===== config.mk =====
export PLATFORM = sky130hd
export DESIGN_NAME = ysyx_23060096_rf_wb_arbiter
export DESIGN_NICKNAME = d
export VERILOG_FILES = /design/src/rtl/ysyx_23060096_pkg.sv /design/src/rtl/ysyx_23060096_scoreboard.sv /design/src/rtl/ysyx_23060096_rf_wb_arbiter.sv
export SDC_FILE = /design/constraint.sdc
export NUM_CORES = 1
export LEC_CHECK = 0
export CAP_MARGIN = 20
export CORE_MARGIN = 3
export CORE_UTILIZATION = 30
export DETAILED_ROUTE_END_ITERATION = 10
export PLACE_DENSITY = 0.68
export SLEW_MARGIN = 20
export SYNTH_ARGS = -nofsm -noshare
export SYNTH_HDL_FRONTEND = slang
export SYNTH_SLANG_ARGS = --single-unit

===== constraint.sdc =====
create_clock -name clk -period 2.8 [get_ports clk]
set_input_delay 0.42 -clock clk [delete_from_list [all_inputs] [get_ports clk]]
set_output_delay 0.42 -clock clk [all_outputs]
set_load 0.05 [all_outputs]

===== src/rtl/ysyx_23060096_pkg.sv =====
// Shared encodings and default widths for the ysyx_23060096 core.
package ysyx_23060096_pkg;

  localparam int DEF_ADDR_WIDTH = 5;
  localparam int DEF_DATA_WIDTH = 32;

  typedef enum logic {
    REQ_EXU = 1'b0,
    REQ_LSU = 1'b1
  } req_e;

endpackage


===== src/rtl/ysyx_23060096_scoreboard.sv =====
// Pending-write scoreboard: one busy bit per architectural register, x0 never busy.
module ysyx_23060096_scoreboard
  import ysyx_23060096_pkg::*;
#(
  parameter int ADDR_WIDTH = DEF_ADDR_WIDTH
) (
  input  logic                  clk,
  input  logic                  rstn,
  input  logic                  set_en_i,
  input  logic [ADDR_WIDTH-1:0] set_addr_i,
  output logic                  set_busy_o,
  input  logic                  clr_en_i,
  input  logic [ADDR_WIDTH-1:0] clr_addr_i,
  input  logic [ADDR_WIDTH-1:0] rd0_addr_i,
  output logic                  rd0_busy_o,
  input  logic [ADDR_WIDTH-1:0] rd1_addr_i,
  output logic                  rd1_busy_o
);

  localparam int NREGS = 1 << ADDR_WIDTH;

  logic [NREGS-1:0] busy_q, busy_d;

  // Set and clear never target the same register: a set requires the bit
  // to be clear beforehand, a clear requires it to be set.
  always_comb begin
    busy_d = busy_q;
    if (clr_en_i) busy_d[clr_addr_i] = 1'b0;
    if (set_en_i) busy_d[set_addr_i] = 1'b1;
    busy_d[0] = 1'b0;
  end

  always_ff @(posedge clk or negedge rstn) begin
    if (!rstn) busy_q <= '0;
    else       busy_q <= busy_d;
  end

  // Readers see the pre-update value, so a same-cycle clear does not unblock.
  assign set_busy_o = busy_q[set_addr_i];
  assign rd0_busy_o = busy_q[rd0_addr_i];
  assign rd1_busy_o = busy_q[rd1_addr_i];

  a_clr_of_idle_reg: assert property (@(posedge clk) disable iff (!rstn)
    (clr_en_i && clr_addr_i != '0) |-> busy_q[clr_addr_i]);

endmodule


===== src/rtl/ysyx_23060096_rf_wb_arbiter.sv =====
// Register-file writeback arbiter: round-robin EXU/LSU onto the single RF
// write port, plus the scoreboard that stalls WAW issues and flags RAW sources.
module ysyx_23060096_rf_wb_arbiter
  import ysyx_23060096_pkg::*;
#(
  parameter int ADDR_WIDTH = DEF_ADDR_WIDTH,
  parameter int DATA_WIDTH = DEF_DATA_WIDTH
) (
  input  logic                  clk,
  input  logic                  rstn,
  input  logic                  issue_valid,
  input  logic [ADDR_WIDTH-1:0] issue_rd,
  output logic                  issue_ready,
  input  logic [ADDR_WIDTH-1:0] rs1,
  input  logic [ADDR_WIDTH-1:0] rs2,
  output logic                  rs1_busy,
  output logic                  rs2_busy,
  input  logic                  exu_valid,
  input  logic [ADDR_WIDTH-1:0] exu_rd,
  input  logic [DATA_WIDTH-1:0] exu_data,
  output logic                  exu_ready,
  input  logic                  lsu_valid,
  input  logic [ADDR_WIDTH-1:0] lsu_rd,
  input  logic [DATA_WIDTH-1:0] lsu_data,
  output logic                  lsu_ready,
  output logic                  rf_wen,
  output logic [ADDR_WIDTH-1:0] rf_waddr,
  output logic [DATA_WIDTH-1:0] rf_wdata
);

  req_e                  last_q, last_d;
  logic                  contend;
  logic                  gnt_exu, gnt_lsu, wb_vld;
  logic [ADDR_WIDTH-1:0] wb_rd;
  logic [DATA_WIDTH-1:0] wb_data;
  logic                  issue_busy;

  assign contend = exu_valid && lsu_valid;

  // Readies are gated by rstn so nothing transfers while reset is held.
  always_comb begin
    gnt_exu = 1'b0;
    gnt_lsu = 1'b0;
    if (rstn) begin
      gnt_exu = exu_valid && (!lsu_valid || last_q == REQ_LSU);
      gnt_lsu = lsu_valid && (!exu_valid || last_q == REQ_EXU);
    end
  end

  always_comb begin
    last_d = last_q;
    if (contend) last_d = gnt_exu ? REQ_EXU : REQ_LSU;
  end

  always_ff @(posedge clk or negedge rstn) begin
    if (!rstn) last_q <= REQ_LSU;
    else       last_q <= last_d;
  end

  always_comb begin
    wb_vld  = gnt_exu || gnt_lsu;
    wb_rd   = '0;
    wb_data = '0;
    if (gnt_exu) begin
      wb_rd   = exu_rd;
      wb_data = exu_data;
    end else if (gnt_lsu) begin
      wb_rd   = lsu_rd;
      wb_data = lsu_data;
    end
  end

  assign exu_ready = gnt_exu;
  assign lsu_ready = gnt_lsu;
  assign rf_wen    = wb_vld && (wb_rd != '0);
  assign rf_waddr  = wb_rd;
  assign rf_wdata  = wb_data;

  assign issue_ready = !issue_busy;

  ysyx_23060096_scoreboard #(
    .ADDR_WIDTH(ADDR_WIDTH)
  ) u_sb (
    .clk       (clk),
    .rstn      (rstn),
    .set_en_i  (issue_valid && issue_ready && (issue_rd != '0)),
    .set_addr_i(issue_rd),
    .set_busy_o(issue_busy),
    .clr_en_i  (rf_wen),
    .clr_addr_i(wb_rd),
    .rd0_addr_i(rs1),
    .rd0_busy_o(rs1_busy),
    .rd1_addr_i(rs2),
    .rd1_busy_o(rs2_busy)
  );

endmodule


# Word level (Yosys, flattened, before mapping)

Cells that the tools add are included.

Flip-flop bits (word level): 32
Logic and storage cells: 47
Input bits: 94

Multiplexer cells: 19
$lt $le $gt $ge: 6
Reductions and logical operators: 16
Bitwise logic cells: 4

Operator list:

| cell                                                | number |
|---|---|
| two-way mux 32 bit                                  | 4 |
| bitwise AND 32 bit                                  | 1 |
| inverter 32 bit                                     | 1 |
| OR 32 bit                                           | 1 |
| < comparator 5 x 6 -> 1 bit, second input constant  | 4 |
| binary-select mux 1 bit (select 5 bit)              | 3 |
| demux 1 bit (select 5 bit)                          | 2 |
| >= comparator 5 x 1 -> 1 bit, second input constant | 2 |
| two-way mux 5 bit                                   | 2 |
| nonzero test 5 bit                                  | 2 |
| logical AND 1 bit                                   | 8 |
| two-way mux 1 bit                                   | 8 |
| zero test 1 bit                                     | 3 |
| logical OR 1 bit                                    | 3 |
| inverter 1 bit                                      | 1 |

# Depth between registers and ports, before layout

Gate-level depths: netlist (run 1).

Depth in word-level cells: 15
Depth in mapped cells: 8
Mapped depth without buffers: 5

# Cells and area by module

From an unflattened synthesis (run 1), not the netlist that was laid out.

Cells, all modules: 285
Area, all modules: 2638.8 um^2

By module, submodules not included:

| module                      | area each (um^2) | sequential area each (um^2) | times used | cells each |
|---|---|---|---|---|
| ysyx_23060096_scoreboard    | 2109.5           | 775.7                       | 1          | 216 |
| ysyx_23060096_rf_wb_arbiter | 529.3            | 26.3                        | 1          | 69 |

# Least setup slack after synthesis (run 1)

OpenSTA, ideal clock, no wires.

Path kind: in2out
From: in rs1[1]
To: out rs1_busy
Arrival: 2.637 ns
Path slack: -0.257 ns
Buffers on the path: 1
Stages: 6
Path through: buf_2 nor4bb_1 nor3_1 o21ai_0 a21oi_1 nor4_1

Longest elaborated chain between the ends: 2

Ends and longest elaborated chain:

| element                                 | line                              | RTL |
|---|---|---|
| start: declaration                      | ysyx_23060096_rf_wb_arbiter.sv:14 | `input logic [ADDR_WIDTH-1:0] rs1,` |
| binary-select mux 1 bit (select 5 bit)  | ysyx_23060096_scoreboard.sv:40    | `assign rd0_busy_o = busy_q[rd0_addr_i];` |
| two-way mux 1 bit (not written as such) | ysyx_23060096_scoreboard.sv:40    |  |
| end: declaration                        | ysyx_23060096_rf_wb_arbiter.sv:16 | `output logic rs1_busy,` |

No other way between the ends. The select of a mux whose other input is x is not followed.

# Worst setup path in the final report (run 1)

From: in issue_rd[3]
To: out issue_ready

Longest elaborated chain between the ends: 3

Ends and longest elaborated chain:

| element                                 | line                              | RTL |
|---|---|---|
| start: declaration                      | ysyx_23060096_rf_wb_arbiter.sv:12 | `input logic [ADDR_WIDTH-1:0] issue_rd,` |
| binary-select mux 1 bit (select 5 bit)  | ysyx_23060096_scoreboard.sv:39    | `assign set_busy_o = busy_q[set_addr_i];` |
| two-way mux 1 bit (not written as such) | ysyx_23060096_scoreboard.sv:39    |  |
| zero test 1 bit                         | ysyx_23060096_rf_wb_arbiter.sv:79 | `assign issue_ready = !issue_busy;` |
| end: declaration                        | ysyx_23060096_rf_wb_arbiter.sv:13 | `output logic issue_ready,` |

No other way between the ends. The select of a mux whose other input is x is not followed.

==> results of run 1 <==
[sequential cells by signal (all words and copies together), names as in the netlist]
signal,flops
last_q,1
u_sb.busy_q,31
[power by group]
| group | total (uW) | internal [uW] | switching (uW) |
|---|---|---|---|
| clock network | 437 | 264 | 173 |
| logic | 1240 | 649 | 588 |
| registers | 794 | 602 | 191 |
| total | 2470 | 1510 | 952 |
[critical path, delay by kind of cell]
family / cells / cell delay [ns]
AND/OR/NAND/NOR: 4 / 0.85
buffers and inverters: 2 / 0.84
AO/OA/AOI/OAI: 1 / 0.16
[logic make-up after synthesis]
kind of cell           synth area share
muxes                             0.188
buffers and inverters            0.0578
AOI/OAI and AO/OA                 0.311
DFF                               0.281
and+or+nand+nor                   0.162
[placed cells by master (no fill, tap or decap), drive strengths merged]
cell type      Yosys  routed
clkinv             0       1
nor4               3       3
dlygate4sd3        0       1
nor4bb             2       2
bufinv             0       1
clkbuf             8       6
buf               17      68
and2               4       4
a32oi              5       5
nand2             20      20
o21ai             37      37
a21o               1       1
o41ai              4       4
o22ai              1       1
o311ai             1       1
mux2               2       2
nor3b              3       3
inv                6       6
dfstp              1       1
a21oi              9       9
and3               2       2
a21boi             1       1
or3                3       3
mux2i             20      20
nand2b             5       5
mux4              14      14
o32a               2       2
nand4              7       7
dlymetal6s2s       0       3
o31ai             18      18
dfrtp             31      31
a32o               6       6
nand3b             7       7
o2111ai            1       1
nor3              10      10
nand3              9       9
clkdlybuf4s50      0      89
a31oi              2       2
a22o              33      33
nor2               7       7
[area by class of cell]
type                       count  area (um^2)
tap                          126          158
clock buffer                   6         72.6
sequential                    32          802
multi-input combinational    239         1900
fill                         805         3960
timing repair buffer         161         2020
inverter                       6         22.5
clock inverter                 2         35.0
[how the worst max path moves through the flow]
stage / endpoint
detailed placement: rs2_busy
global placement: rs2_busy
floorplan: rf_wdata[22]
CTS: rs2_busy
global route: issue_ready
finish: issue_ready
[layer usage]
layer,track usage,share of wire,vias to the layer above
met4,0.0399,0.015,0
met2,0.370,0.49,209
met5,0,0,-
met1,0.268,0.39,1596
li1,-,-,1506
met3,0.0572,0.10,23
[per-stage QoR]
step	utilization	instances	hold WS (ns)	worst slack [ns]	total power, uW
after floorplan	-	302	0.124	0.0532	1420
after global placement	0.545	563	0.307	0.0743	1990
after detailed placement	0.545	563	0.311	0.0854	2020
after CTS	0.558	572	0.539	0.0671	2460
after global routing	0.559	572	0.568	0.0134	2590
final	0.559	572	0.550	0.109	2470
[timing repair]
action / in CTS / in global routing
setup endpoints to repair: 0 / 2
gates resized for setup: 0 / 3
hold buffers: 1 / 0
endpoints found under the hold margin: 2 / 0
==> summary.md, run 1 <==
| Metric | Value |
|---|---|
| Buffers inserted by post-CTS timing repair | `0` |
| Critical path launch point | `issue_rd[3]` |
| Static leakage power | `0.00201 uW` |
| Net total in the final layout | `539` |
| CP Class | `in -> out` |
| Post-synthesis sequential element count | `32` |
| First-pass detailed-route iteration total | `5` |
| Netlist area before placement | `2860 um^2` |
| Number of slew-limit violations in the final report | `0` |
| Height of the die | `between 100 and 150 um` |
| Maximum number of pins on one net before global-route repair | `34` |
| Total power per unit cell area | `between 400 and 500 nW/um^2` |
| Max incr delay on CP | `0.61 ns` |
| Critical R2R Capture | `u_sb.busy_q[4]` |
| Routability-driven placement congestion ratio | `0.917` |
| Number of routed nets with antenna violations | `0` |
| Reg-to-reg setup timing slack | `0.73 ns` |
| Worst path cell trace | `clkdlybuf4s50_1 -> nand2_1 -> nor3_1 -> nor4_2 -> o21ai_0 -> nor3_2 -> buf_4` |
| Initial Util | `0.319` |
| Top Ports | `137` |
| Placement Cell Area | `4890 um^2` |
| Hold crit path type | `in -> async` |
| Clock transition at the register clock pins on the worst setup and hold paths after CTS | `about 0.060 ns` |
| Cells taking the most area after synthesis | `sky130_fd_sc_hd__dfrtp_1 27%, sky130_fd_sc_hd__mux4_2 11%, sky130_fd_sc_hd__a22o_1 10%` |
| Start of the worst register-to-register path | `last_q` |
| H-tree levels | `2` |
| TritonCTS clock tree | `yes` |
| Reg2reg path depth | `5` |
| Async set or reset register ratio after synthesis | `1.00` |
| Unique masters post-synth | `44` |
| Required time of the worst setup path | `approximately 2.4 ns` |
| Top cells by count, synth | `33 x sky130_fd_sc_hd__a22o_1, 31 x sky130_fd_sc_hd__dfrtp_1, 28 x sky130_fd_sc_hd__o21ai_0` |
| Share of the yosys chip area belonging to registers | `0.281` |
| Hold Fails Final Rpt | `0` |
| Setup repair after global routing missed its margin | `false` |
| Count of max-cap constraint violations | `0` |
| Number of enable flip-flop cells after synthesis | `0` |
| Overall die area | `10,700 um^2` |
| Sum of net half-perimeters after detailed placement | `9440 um` |
| Count of inserted antenna diode cells | `0` |
| Via count of the first global-routing pass | `between 3k and 4k` |
| Via/cell ratio | `5.83` |
| Inserted Clock Buffers | `5` |
| Vias | `3,334` |
| Site Rows | `34` |
| Count of input and output buffers | `approximately 140` |
| Total wire length | `11,500 um` |
| Library cell contributing the largest single delay on the critical path | `sky130_fd_sc_hd__clkdlybuf4s50_1` |
| Horiz. Die Dim | `just over 100 um` |
| Avg Synthesized Cell Area | `9.47 um^2` |
| Initial antenna violation count | `0` |
| Most frequent cell after synthesis | `sky130_fd_sc_hd__a22o_1` |
| Final cycle utilization of the critical path | `0.961` |
| Setup-violating endpoint count in the final report | `0` |
| Share of final-layout standard cells stronger than drive strength 1 | `0.238` |
| Drc violations | `0` |
| Wire length of the first global-routing pass | `~18,000 um` |
| Syn-to-layout area delta | `75.4%` |
| Core footprint | `8980 um^2` |
| Max Root-Sink Buffers | `2` |
| Top-area cell type share of the netlist area | `0.271` |
| Arrival @ worst endpoint | `approximately 2.3 ns` |
| Syn Inst Count | `302` |
| Most frequently used flop master after synthesis | `sky130_fd_sc_hd__dfrtp_1` |
| Summed area of non-filler cells in the final layout | `5010 um^2` |
| Yosys top cell by area | `sky130_fd_sc_hd__dfrtp_1` |
| Clock Skew | `0.00340 ns` |
| Maximum fanout along the worst path | `9` |
| Skew-Pair Late Insertion Delay | `0.29 ns` |
| Number of DRC markers after the initial detailed-route iteration | `245` |
| IR drop worst, VDD | `0.267 mV` |
| Run status | `finished clean` |
| Overall routing resource usage | `0.213` |
| CP Capture Type | `output pin` |
| Synth Net Count | `between 300 and 400` |
| CTS Sinks | `32` |
| Global route total overflow | `0` |
| Count of yosys warnings during synthesis | `0` |
| Peak clock frequency supported by timing | `372 MHz` |
| Critical path launch point type | `input pin` |
| Summed negative setup slack over all endpoints | `0 ns` |
| Slew of the pin with the lowest slew margin | `roughly 0.53 ns` |
| WL per Instance | `20.0 um` |
| Clock root cell | `sky130_fd_sc_hd__clkbuf_8` |
| Max-slew headroom at the worst pin | `0.647` |
| Post-layout minimum cycle time | `2.69 ns` |
(Power assumes the default switching activity.)
==> run 2: changes to the inputs <==
--- a/config.mk
+++ b/config.mk
@@ -6,6 +6,7 @@
 export NUM_CORES = 1
 export LEC_CHECK = 0
 export CAP_MARGIN = 20
+export CORE_ASPECT_RATIO = 0.7
 export CORE_MARGIN = 3
 export CORE_UTILIZATION = 30
 export DETAILED_ROUTE_END_ITERATION = 10
==> summary.md, run 2 (same netlist as run 1, synthesis figures left out) <==
| Metric | Value |
|---|---|
| Drc violations | `0 (unchanged)` |
| Post-layout minimum cycle time | `2.72 ns (+0.0318 ns)` |
| Vias | `3,263 (-2.1%)` |
| Syn-to-layout area delta | `76.0%` |
| CP Class | `in -> out` |
| Largest Register | `u_sb.busy_q` |
| Met2 track demand over resource | `0.354 (-0.0156)` |
| Hold Fails Final Rpt | `0 (unchanged)` |
| Count of input and output buffers | `136 (unchanged)` |
| Start of the worst register-to-register path | `last_q` |
| Run status | `finished clean` |
| Inserted Clock Buffers | `5 (unchanged)` |
| Routability-driven placement congestion ratio | `0.943 (+2.8%)` |
| Clock root cell | `sky130_fd_sc_hd__clkbuf_16` |
| Max-slew headroom at the worst pin | `0.690 (+0.0431)` |
| Max Root-Sink Buffers | `2 (unchanged)` |
| GR Util met1 | `0.280 (+0.0120)` |
| Setup-violating endpoint count in the final report | `0 (unchanged)` |
| Overall die area | `10,800 um^2 (+0.18%)` |
| Horiz. Die Dim | `123 um (+18%)` |
| Most common library cell in the layout ignoring fill and taps | `sky130_fd_sc_hd__clkdlybuf4s50_1` |
| Net total in the final layout | `536 (-0.56%)` |
| Initial antenna violation count | `0 (unchanged)` |
| Reg-to-reg setup timing slack | `0.83 ns (+0.10 ns)` |
| CP Capture Type | `output pin` |
| Post-layout utilization of the core | `0.548 (-0.0106)` |
| Arrival @ worst endpoint | `2.30 ns (+0.03 ns)` |
| Number of DRC markers after the initial detailed-route iteration | `325 (+33%)` |
| First-pass detailed-route iteration total | `6 (+1)` |
| CTS Sinks | `32 (unchanged)` |
| Static leakage power | `0.00201 uW (about the same)` |
| Total wire length | `11,800 um (+2.9%)` |
| Number of routed nets with antenna violations | `0 (unchanged)` |
| Cell family contributing the most delay on the critical path | `simple AND/OR/NAND/NOR gates` |
| Library cell contributing the largest single delay on the critical path | `sky130_fd_sc_hd__clkdlybuf4s50_1` |
| Site Rows | `29 (-15%)` |
| Clock transition at the register clock pins on the worst setup and hold paths after CTS | `0.06 ns (about the same)` |
| Total power per unit cell area | `533 nW/um^2 (+8.3%)` |
| Required time of the worst setup path | `2.38 ns (about the same)` |
| Wire length of the first global-routing pass | `17,800 um (-3.2%)` |
| Commonest cells after routing, fill and taps aside | `90 x sky130_fd_sc_hd__clkdlybuf4s50_1, 44 x sky130_fd_sc_hd__buf_12, 33 x sky130_fd_sc_hd__a22o_1` |
| Slew of the pin with the lowest slew margin | `0.464 ns (-0.0615 ns)` |
| Top Registers | `u_sb.busy_q (31), last_q (1)` |
| CTS Hold Buffers Added | `0 (-1)` |
| Core footprint | `9180 um^2 (+2.3%)` |
| Maximum fanout along the worst path | `10 (+1)` |
| TritonCTS clock tree | `yes` |
| Via count of the first global-routing pass | `3,279 (-2.1%)` |
| Post-route worst setup slack | `0.0767 ns (-0.0318 ns)` |
| Via/cell ratio | `5.75 (-1.3%)` |
| IR drop worst, VDD | `0.266 mV (-0.70%)` |
| Count of inserted antenna diode cells | `0 (unchanged)` |
| Clock Skew | `0.00532 ns (+0.00192 ns)` |
| Peak clock frequency supported by timing | `367 MHz (-1.2%)` |
| Maximum number of pins on one net before global-route repair | `39 (+15%)` |
| Placement Cell Area | `4840 um^2 (-1.0%)` |
| H-tree levels | `2 (unchanged)` |
| Met3 demand-to-capacity share in global routing | `0.0697 (+0.0125)` |
| Hold crit path type | `in -> async` |
| Largest register FFs | `31 (unchanged)` |
| Post-route non-filler standard cell count | `567 (-0.87%)` |
| Initial Util | `0.311 (-0.00708)` |
| GRT Max-Usage Layer | `met2` |
| Crit path buf inv count | `2 (unchanged)` |
| Skew-Pair Late Insertion Delay | `0.28 ns (about the same)` |
| Summed negative setup slack over all endpoints | `0 ns (unchanged)` |
| Summed area of non-filler cells in the final layout | `5030 um^2 (+0.32%)` |
| Count of max-cap constraint violations | `0 (unchanged)` |
| WL per Instance | `20.8 um (+3.8%)` |
| Critical R2R Capture | `u_sb.busy_q[4]` |
| Top Ports | `137 (unchanged)` |
| Global route total overflow | `0 (unchanged)` |
| Number of slew-limit violations in the final report | `0 (unchanged)` |
| Reg2reg path depth | `5 (unchanged)` |
| Critical path launch point type | `input pin` |
| Final cycle utilization of the critical path | `0.973 (+0.0114)` |
| Max incr delay on CP | `0.63 ns (+0.02 ns)` |
| Instance count after placement with tap cells included | `558 (-0.89%)` |
| Share of final-layout standard cells stronger than drive strength 1 | `0.237 (-0.000648)` |
| Height of the die | `87.7 um (-15%)` |
| Worst path cell trace | `clkdlybuf4s50_1 -> nand2_1 -> nor3_1 -> nor4_2 -> o21ai_1 -> nor3_2 -> buf_6` |
| Sum of net half-perimeters after detailed placement | `9530 um (+0.96%)` |
| Overall routing resource usage | `0.215 (+0.00203)` |
| Setup slack at placement | `0.0392 ns (-0.0462 ns)` |
-- run 2: worst max-delay path by stage --
stage          cells past startpoint            to  slack, ns         from
4_1_cts                            7      rs2_busy       0.03       rs2[0]
2_1_floorplan                      6  rf_wdata[22]       0.05       last_q
3_3_place_gp                       7      rs2_busy       0.07       rs2[0]
3_5_place_dp                       7      rs2_busy       0.04       rs2[0]
6_report                           7   issue_ready       0.08  issue_rd[3]
5_1_grt                            8   issue_ready     -0.007  issue_rd[1]
-- run 2: final cells by class --
class	instances	area (um^2)
clock buffers	5	125
clock inverters	3	42.5
fillers	806	4150
inverters	6	22.5
multi-input cells	239	1910
flip-flops and latches	32	802
well taps	124	155
repair buffers	158	1970
-- run 2: what timing repair did --
item                                    CTS  global route
resized for setup                         0             5
setup buffers                             0             1
endpoints found under the setup margin    0            27
-- run 2: where the power goes --
part	total (uW)	leakage, uW	switching (uW)	internal [uW]
sequential	815	0.000386	212	603
combinational	1240	0.00154	594	647
clock	624	0.0000798	206	417
-- run 2: stage by stage --
step	total power [uW]	hold slack, ns
floorplan	1420	0.124
global placement	2010	0.501
detailed placement	2030	0.505
CTS	2660	0.208
global route	2790	0.222
finish	2680	0.210
-- run 2: metal layers --
layer / vias up / part of all wire
met5: - / 0
met2: 187 / 0.48
li1: 1500 / -
met3: 12 / 0.11
met4: 0 / 0.0081
met1: 1564 / 0.40
==> run 3: changes to the inputs <==
--- a/config.mk
+++ b/config.mk
@@ -9,8 +9,10 @@
 export CORE_ASPECT_RATIO = 0.7
 export CORE_MARGIN = 3
 export CORE_UTILIZATION = 30
+export CTS_BUF_LIST = sky130_fd_sc_hd__clkbuf_2
 export DETAILED_ROUTE_END_ITERATION = 10
 export PLACE_DENSITY = 0.68
+export SETUP_SLACK_MARGIN = 0.3
 export SLEW_MARGIN = 20
 export SYNTH_ARGS = -nofsm -noshare
 export SYNTH_HDL_FRONTEND = slang
==> summary.md, run 3 (same netlist as run 1, synthesis figures left out) <==
| Metric | Value |
|---|---|
| WL per Instance | `20.9 um (+0.37%)` |
| Maximum fanout along the worst path | `7 (-3)` |
| Maximum number of pins on one net before global-route repair | `34 (-13%)` |
| Hold crit path type | `in -> async` |
| Total power per unit cell area | `478 nW/um^2 (-10%)` |
| Run status | `finished clean` |
| Drc violations | `0 (unchanged)` |
| Critical path launch point type | `input pin` |
| Global route total overflow | `0 (unchanged)` |
| Via count of the first global-routing pass | `3,317 (+1.2%)` |
| Setup-violating endpoint count in the final report | `0 (unchanged)` |
| Total wire length | `12,200 um (+3.2%)` |
| Max incr delay on CP | `0.52 ns (-0.11 ns)` |
| Inserted Clock Buffers | `5 (unchanged)` |
| Required time of the worst setup path | `2.38 ns (about the same)` |
| Core footprint | `9180 um^2 (unchanged)` |
| CP Class | `in -> out` |
| Net total in the final layout | `552 (+3.0%)` |
| Worst path cell trace | `clkdlybuf4s50_1 -> buf_4 -> a21o_1 -> a31oi_1 -> o311ai_1 -> nor3_2 -> buf_6` |
| Library cell contributing the largest single delay on the critical path | `sky130_fd_sc_hd__clkdlybuf4s50_1` |
| Number of slew-limit violations in the final report | `0 (unchanged)` |
| Number of routed nets with antenna violations | `0 (unchanged)` |
| Height of the die | `87.7 um (unchanged)` |
| H-tree levels | `2 (unchanged)` |
| Instance count after placement with tap cells included | `559 (+0.18%)` |
| Largest register FFs | `31 (unchanged)` |
| Vias | `3,454 (+5.9%)` |
| Setup repair after global routing missed its margin | `true` |
| Arrival @ worst endpoint | `2.09 ns (-0.21 ns)` |
| Overall die area | `10,800 um^2 (unchanged)` |
| Initial antenna violation count | `0 (unchanged)` |
| Most common library cell in the layout ignoring fill and taps | `sky130_fd_sc_hd__clkdlybuf4s50_1` |
| Overall power after layout | `2450 uW (-8.8%)` |
| Site Rows | `29 (unchanged)` |
| Via/cell ratio | `5.92 (+2.9%)` |
| Layout filler cell count | `806 (unchanged)` |
| Commonest cells after routing, fill and taps aside | `84 x sky130_fd_sc_hd__clkdlybuf4s50_1, 46 x sky130_fd_sc_hd__buf_12, 33 x sky130_fd_sc_hd__a22o_1` |
| CP Capture Type | `output pin` |
| Crit path buf inv count | `3 (+1)` |
| Summed negative setup slack over all endpoints | `0 ns (unchanged)` |
| Hold Fails Final Rpt | `0 (unchanged)` |
| Wire length of the first global-routing pass | `18,100 um (+1.4%)` |
| Post-layout minimum cycle time | `2.51 ns (-0.209 ns)` |
| Initial Util | `0.311 (unchanged)` |
| CTS Sinks | `32 (unchanged)` |
| Cell family contributing the most delay on the critical path | `buffers and inverters` |
| Clock transition at the register clock pins on the worst setup and hold paths after CTS | `0.17 ns (+0.11 ns)` |
| Skew-Pair Late Insertion Delay | `0.39 ns (+0.11 ns)` |
| Clock Skew | `0.0310 ns (+0.0256 ns)` |
| TritonCTS clock tree | `yes` |
| Static leakage power | `0.00206 uW (+2.7%)` |
| Number of DRC markers after the initial detailed-route iteration | `245 (-25%)` |
| Count of inserted antenna diode cells | `0 (unchanged)` |
| Final cycle utilization of the critical path | `0.898 (-0.0748)` |
| Peak clock frequency supported by timing | `398 MHz (+8.3%)` |
| Start of the worst register-to-register path | `last_q` |
| Largest Register | `u_sb.busy_q` |
| Top Ports | `137 (unchanged)` |
| Clock root cell | `sky130_fd_sc_hd__clkbuf_2` |
| Routability-driven placement congestion ratio | `0.952 (+0.97%)` |
| Count of input and output buffers | `136 (unchanged)` |
| First-pass detailed-route iteration total | `5 (-1)` |
| Reg2reg path depth | `5 (unchanged)` |
| Sum of net half-perimeters after detailed placement | `9680 um (+1.5%)` |
| Slew of the pin with the lowest slew margin | `0.439 ns (-0.0259 ns)` |
| Max-slew headroom at the worst pin | `0.703 (+0.0126)` |
| Top Registers | `u_sb.busy_q (31), last_q (1)` |
| Syn-to-layout area delta | `78.9%` |
| Critical R2R Capture | `u_sb.busy_q[4]` |
| Overall routing resource usage | `0.220 (+0.00524)` |
| Post-route non-filler standard cell count | `583 (+2.8%)` |
| Reg-to-reg setup timing slack | `0.83 ns (about the same)` |
| Horiz. Die Dim | `123 um (unchanged)` |
| Max Root-Sink Buffers | `2 (unchanged)` |
| Count of max-cap constraint violations | `0 (unchanged)` |
| Share of final-layout standard cells stronger than drive strength 1 | `0.290 (+0.0527)` |
| IR drop worst, VDD | `0.320 mV (+21%)` |
[run 3: timing repair]
| item | in CTS | in global routing |
|---|---|---|
| cloned | 0 | 0 |
| hold endpoints to repair | 1 | 0 |
| setup buffers | 13 | 2 |
| setup endpoints to repair | 38 | 36 |
| hold buffers | 1 | 0 |
| resized for setup | 18 | 10 |
| pin swaps | 5 | 4 |
[run 3: per-layer routing]
metal  vias up  GRT usage  routed length [um]
met4         0     0.0681                 185
met2       228      0.337                5650
met5         -          0                   0
li1       1535          -                   -
met3        17     0.0710                1490
met1      1674      0.298                4840
[run 3: worst max-delay path by stage]
stage	start	end	slack, ns	cells after the start
finish	issue_rd[0]	issue_ready	0.29	7
global route	lsu_valid	rf_wdata[1]	0.24	6
CTS	issue_rd[0]	issue_ready	0.31	7
detailed placement	rs2[0]	rs2_busy	0.07	7
global placement	rs2[0]	rs2_busy	0.14	6
floorplan	issue_rd[1]	issue_ready	0.31	8
[run 3: final cells by class]
class | count | area, um^2 | area share
Timing Repair Buffer | 174 | 2110 | 0.413
Tap cell | 124 | 155 | 0.0303
Sequential cell | 32 | 807 | 0.158
Clock inverter | 2 | 35.0 | 0.00685
Inverter | 6 | 22.5 | 0.00440
Clock buffer | 6 | 30.0 | 0.00587
Multi-Input combinational cell | 239 | 1950 | 0.382
[run 3: worst register-to-register path, cell delays in order (launching register included)]
cell and delay [ns]:
sky130_fd_sc_hd__dfstp_2 0.60, sky130_fd_sc_hd__nand2b_4 0.21, sky130_fd_sc_hd__a32o_2 0.33, sky130_fd_sc_hd__nand4_2 0.20, sky130_fd_sc_hd__or3_1 0.39, sky130_fd_sc_hd__a22o_1 0.19
[run 3: metrics by stage]
| stage | util | instance area [um^2] | worst slack (ns) | hold WS, ns |
|---|---|---|---|---|
| final | 0.557 | 5110 | 0.286 | 0.537 |
| after floorplan | - | 2880 | 0.307 | 0.124 |
| after global routing | 0.557 | 5110 | 0.242 | 0.508 |
| after detailed placement | 0.531 | 4880 | 0.0692 | 0.415 |
| after global placement | 0.531 | 4880 | 0.139 | 0.419 |
| after CTS | 0.553 | 5080 | 0.308 | 0.532 |
[run 3: where the power goes]
group	internal, uW	switching (uW)
Sequential	604	220
Clock	154	170
Combinational	677	621
